**src/rtl/hd_mix_decryptor_if.sv**
```systemverilog
// hd_mix_decryptor_if: ciphertext-in / plaintext-out handshake bundle for hd_mix_decryptor.
interface hd_mix_decryptor_if #(parameter int WIDTH = 8);
  logic             in_valid;
  logic             in_ready;
  logic [WIDTH-1:0] ciphertext;
  logic             anchor;
  logic [WIDTH-1:0] mask;
  logic             out_valid;
  logic             out_ready;
  logic [WIDTH-1:0] plaintext;
  logic             err;
  modport master (
    output in_valid, ciphertext, anchor, mask, out_ready,
    input  in_ready, out_valid, plaintext, err
  );
  modport slave (
    input  in_valid, ciphertext, anchor, mask, out_ready,
    output in_ready, out_valid, plaintext, err
  );
endinterface

```
**src/rtl/hd_mix_decryptor.sv**
```systemverilog
// hd_mix_decryptor: masked bit-serial inverse of c = s ^ rotl(s,1), then p = s ^ key.
module hd_mix_decryptor #(
  parameter int WIDTH = 8
) (
  input  logic             clk,
  input  logic             rst_n,
  input  logic             load_key,
  input  logic [WIDTH-1:0] secret_key,
  output logic             busy,
  hd_mix_decryptor_if.slave bus
);
  localparam int KW = $clog2(WIDTH);
  typedef enum logic [2:0] {IDLE, PRECHARGE, RECOVER, UNMASK, OUTPUT} st_t;
  st_t              st_q, st_d;
  logic [WIDTH-1:0] state_q, state_d, cm_q, cm_d, mask_q, mask_d, key_q, key_d, pt_q, pt_d;
  logic [KW-1:0]    k_q, k_d;
  logic             am_q, am_d, err_reg_q, err_reg_d, err_q, err_d;
  function automatic logic [WIDTH-1:0] rotl(input logic [WIDTH-1:0] x);
    return {x[WIDTH-2:0], x[WIDTH-1]};
  endfunction
  // cm/am carry the masked mix relation, so recovery yields s ^ mask bit by bit
  always_comb begin
    st_d      = st_q;
    state_d   = state_q;
    cm_d      = cm_q;
    am_d      = am_q;
    mask_d    = mask_q;
    key_d     = key_q;
    k_d       = k_q;
    err_reg_d = err_reg_q;
    pt_d      = pt_q;
    err_d     = err_q;
    case (st_q)
      IDLE: begin
        if (load_key) key_d = secret_key;
        if (bus.in_valid) begin
          cm_d      = bus.ciphertext ^ bus.mask ^ rotl(bus.mask);
          am_d      = bus.anchor ^ bus.mask[0];
          mask_d    = bus.mask;
          err_reg_d = ^bus.ciphertext;
          st_d      = PRECHARGE;
        end
      end
      PRECHARGE: begin
        state_d = '0;
        k_d     = '0;
        st_d    = RECOVER;
      end
      RECOVER: begin
        state_d[k_q] = (k_q == '0) ? am_q : cm_q[k_q] ^ state_q[k_q - 1'b1];
        k_d          = k_q + 1'b1;
        st_d         = (k_q == KW'(WIDTH - 1)) ? UNMASK : RECOVER;
      end
      UNMASK: begin
        // key is removed before the mask so s itself never appears on a net or flop
        pt_d    = (state_q ^ key_q) ^ mask_q;
        state_d = '0;
        err_d   = err_reg_q;
        st_d    = OUTPUT;
      end
      OUTPUT: begin
        if (bus.out_ready) begin
          err_d = 1'b0;
          st_d  = IDLE;
        end
      end
      default: st_d = IDLE;
    endcase
  end
  always_ff @(posedge clk or negedge rst_n) begin
    if (!rst_n) begin
      st_q      <= IDLE;
      state_q   <= '0;
      cm_q      <= '0;
      am_q      <= 1'b0;
      mask_q    <= '0;
      key_q     <= '0;
      k_q       <= '0;
      err_reg_q <= 1'b0;
      pt_q      <= '0;
      err_q     <= 1'b0;
    end else begin
      st_q      <= st_d;
      state_q   <= state_d;
      cm_q      <= cm_d;
      am_q      <= am_d;
      mask_q    <= mask_d;
      key_q     <= key_d;
      k_q       <= k_d;
      err_reg_q <= err_reg_d;
      pt_q      <= pt_d;
      err_q     <= err_d;
    end
  end
  assign bus.in_ready  = (st_q == IDLE);
  assign bus.out_valid = (st_q == OUTPUT);
  assign bus.plaintext = pt_q;
  assign bus.err       = err_q;
  assign busy          = (st_q != IDLE);
endmodule
```
**src/flat_wrapper.sv**
```systemverilog
// flat-port wrapper written by rule: the top's interface ports become plain ports
module hd_mix_decryptor_flat 
#(
  parameter int WIDTH = 8
)
  (clk, rst_n, load_key, secret_key, busy, bus_in_valid, bus_ciphertext, bus_anchor, bus_mask, bus_out_ready, bus_in_ready, bus_out_valid, bus_plaintext, bus_err);
  hd_mix_decryptor_if #(.WIDTH(WIDTH)) bus_i ();
  input  logic clk;
  input  logic rst_n;
  input  logic load_key;
  input  logic [WIDTH-1:0] secret_key;
  output logic busy;
  input wire logic [$bits(bus_i.in_valid)-1:0] bus_in_valid;
  input wire logic [$bits(bus_i.ciphertext)-1:0] bus_ciphertext;
  input wire logic [$bits(bus_i.anchor)-1:0] bus_anchor;
  input wire logic [$bits(bus_i.mask)-1:0] bus_mask;
  input wire logic [$bits(bus_i.out_ready)-1:0] bus_out_ready;
  output wire logic [$bits(bus_i.in_ready)-1:0] bus_in_ready;
  output wire logic [$bits(bus_i.out_valid)-1:0] bus_out_valid;
  output wire logic [$bits(bus_i.plaintext)-1:0] bus_plaintext;
  output wire logic [$bits(bus_i.err)-1:0] bus_err;
  assign bus_i.in_valid = bus_in_valid;
  assign bus_i.ciphertext = bus_ciphertext;
  assign bus_i.anchor = bus_anchor;
  assign bus_i.mask = bus_mask;
  assign bus_i.out_ready = bus_out_ready;
  assign bus_in_ready = bus_i.in_ready;
  assign bus_out_valid = bus_i.out_valid;
  assign bus_plaintext = bus_i.plaintext;
  assign bus_err = bus_i.err;
  hd_mix_decryptor #(.WIDTH(WIDTH)) u_core (.clk(clk), .rst_n(rst_n), .load_key(load_key), .secret_key(secret_key), .busy(busy), .bus(bus_i));
endmodule
```
**config.mk**
```make
export PLATFORM = sky130hd
export DESIGN_NAME = hd_mix_decryptor_flat
export DESIGN_NICKNAME = d
export VERILOG_FILES = /design/src/rtl/hd_mix_decryptor_if.sv /design/src/rtl/hd_mix_decryptor.sv /design/src/flat_wrapper.sv
export SDC_FILE = /design/constraint.sdc
export NUM_CORES = 1
export LEC_CHECK = 0
export CAP_MARGIN = 30
export CORE_MARGIN = 1.5
export CORE_UTILIZATION = 57
export DETAILED_ROUTE_END_ITERATION = 16
export PLACE_DENSITY = 0.82
export SLEW_MARGIN = 10
export SYNTH_ARGS = -nofsm -noshare
export SYNTH_HDL_FRONTEND = slang
export SYNTH_SLANG_ARGS = --single-unit
```
**constraint.sdc**
```tcl
create_clock -name clk -period 6.4 [get_ports clk]
set_clock_uncertainty 0.15 [all_clocks]
set_input_delay 1.28 -clock clk [delete_from_list [all_inputs] [get_ports clk]]
set_output_delay 1.28 -clock clk [all_outputs]
set_load 0.03 [all_outputs]
```
==> metrics.csv <==
metric,value,unit
initial_core_util,58.9,%
multi_input_area,1270,um^2
vdd_ir_drop_max,0.244,mV
synth_commonest_cells,"dfrtp_1 (49), nand2_1 (30), xnor2_1 (26), o21ai_0 (22), mux2_2 (17)",
antennaDiodeCount,0,
synth_nets,266,
die_w,70.1,um
report.final.slew_viol_count,0,
hpwl,3.76,mm
fmax,0.295,GHz
hold_violations,0,
hold_start,u_core.bus.plaintext[6],
grt_pass1_vias,1815,
seqPwrFrac,38.1,%
max_slew_margin,40.4,%
cp-end-kind,output port,
synth_edf_count,0,
cpLargestDelayFamily,buffers and inverters,
num_rows,24,
firstDrtPassIters,4,
crit_buf_inv,1,
cts_buffers,5,
period_share,53.0,%
rsz0062_at_grt,no,
power,1540,uW
grt_pass1_wl,8.57,mm
cts_resized,0,
r2r_end,u_core.state_q[1],
power.net_switching,618,uW
path_clk_slew,0.09,ns
synth_cell_types,31,
utilization,71.6,%
crit_slowest_cell,clkdlybuf4s50_1,
swShare,40.1,%
synth.most_common_cell,dfrtp_1,
power_density,495,nW/um^2
worst_path_largest_cell_delay,0.74,ns
path_max_fanout,12,
finalSetupViolCount,0,
timing.hold.ws,0.331,ns
pwr-share-clk,14.2,%
clockBufferDepth,2,
critical_path_required,4.97,ns
die_h,70.1,um
fillerInstances,320,
min_period,3.39,ns
synth_top_cell_by_area,dfrtp_1,
wl,4.98,mm
max_cap_viol_count,0,
synthCells,232,
antenna_left,0,
clk-insertion-delay-late,0.30,ns
viasPerCell,5.53,
vias,1786,
first_iter_violations,116,
fin_nets,304,
grt-ovfl-total,0,
cts_tree,done,
ctsRootBufferMaster,clkbuf_8,
hp-class,reg -> reg,
io_buffers,41,
r2r_slack,3.46,ns
run_status,completed,
whs_endpoint,u_core.bus.plaintext[6],
cp_cell_sequence,"nor3_1, clkdlybuf4s50_1",
ioPinCount,42,
drc,0,
grt_usage,22.6,%
cts_sinks,49,
synth-seq-cells,49,
p_int,925,uW
ys_seq_area_share,47.8,%
area_delta_synth_final,21.5,%
wl_per_cell,15.4,um
cp-start-kind,flop,
reg2reg_depth,6,
ys_warn_count,0,
regArea,1230,um^2
leakagePower,0.00132,uW
r2r_start,u_core.k_q[0],
dieArea,4910,um^2
pwr-share-comb,47.7,%
core_area,4350,um^2
htree_levels,2,
yosysTopAreaCellShare,47.8,%
worstHoldPathCells,2,
synthArstFlopShare,100,%
syn_avg_cell_area,11.1,um^2
grt_max_degree,37,
ctsHoldBuffers,0,
gp_congestion,0.803,
synth_area,2560,um^2
ys_top_cells_by_area,"dfrtp_1 (48%), xnor2_1 (8.9%), mux2_2 (7.5%), xor2_1 (5.5%), nand2_1 (4.4%)",
drive_gt1_share,12.5,%
finalSetupTns,0,ns
synth_top_flop_cell,dfrtp_1,
arrival,1.96,ns
cts_setup_buffers,0,
critical_path_class,reg -> out,
antenna_found_initial,0,
tightestPinTransition,0.892,ns
==> flip-flops by register name, summed over array words and instances, names as in the netlist, 3 cells and up <==
| signal | count |
|---|---|
| u_core.bus.plaintext | 8 |
| u_core.cm_q | 8 |
| u_core.k_q | 3 |
| u_core.key_q | 8 |
| u_core.mask_q | 8 |
| u_core.st_q | 3 |
| u_core.state_q | 8 |
==> cell usage in the layout, fill, tap and decap left out, drive strengths merged <==
master,n
bufinv,1
nand2b,1
a211oi,4
mux2,17
o21ai,22
dfrtp,49
mux2i,3
and2,1
inv,4
a31oi,4
nor2b,3
nand2,30
clkinv,1
nand3,2
clkdlybuf4s50,40
ha,4
or4b,1
nor3,6
a2111oi,4
a2bb2oi,1
nor2,13
and4,2
xnor2,27
buf,2
clkbuf,6
xor2,16
mux4,4
a21oi,1
a21o,1
or3,1
==> cell type report <==
class / count / share of cell area, %
Clock buffer: 6 / 2.33
Clock inverter: 2 / 1.24
Tap cell: 52 / 2.09
Sequential cell: 49 / 39.3
Multi-Input combinational cell: 168 / 40.9
Inverter: 4 / 0.482
Timing Repair Buffer: 42 / 13.6
==> tightest hold or removal path, stage by stage, from the launching register on <==
cell and delay [ns]:
dfrtp_1 0.35, nand2_1 0.04, o21ai_0 0.06
==> stage by stage <==
stage | setup WS [ns] | instance area, um^2 | std cells
3_5_place_dp | 3.31 | 3010 | 315
2_1_floorplan | 3.27 | 2560 | 232
6_report | 3.01 | 3120 | 323
5_1_grt | 2.88 | 3120 | 323
4_1_cts | 2.98 | 3120 | 323
3_3_place_gp | 3.35 | 2990 | 314
==> cells by family after synthesis <==
kind of cell	synth area share (%)
AO/OA/AOI/OAI	9.61
XOR/XNOR	15.0
adder cells (fa/ha/maj)	1.95
buffers and inverters	2.54
flip-flops	47.8
multiplexers	12.7
AND/OR/NAND/NOR	10.4
==> per-layer routing <==
layer	GRT usage, %	share of wire, %	routed length [um]	vias to the layer above
met5	0	0	0	-
met4	8.12	2.1	106	0
met3	5.19	5.0	247	10
met2	36.1	49	2450	54
met1	30.6	44	2170	846
li1	-	-	-	876
==> worst max path at each step <==
stage / slack (ns) / start / to / cells past startpoint
after floorplan: 3.27 / u_core.st_q[0] / busy / 3
after global placement: 3.35 / u_core.st_q[1] / bus_in_ready / 2
after detailed placement: 3.31 / u_core.st_q[1] / bus_in_ready / 2
after CTS: 2.98 / u_core.st_q[1] / bus_in_ready / 2
after global routing: 2.88 / u_core.st_q[1] / bus_in_ready / 2
final: 3.01 / u_core.st_q[1] / bus_in_ready / 2
==> power groups by stage <==
stage	clock [uW]	sequential [uW]	combinational (uW)
3_3_place_gp	0	582	721
5_1_grt	234	609	813
4_1_cts	225	586	740
3_5_place_dp	0	592	736
6_report	220	587	736
2_1_floorplan	0	574	549
Note: power is estimated with default switching activity, not from simulation.
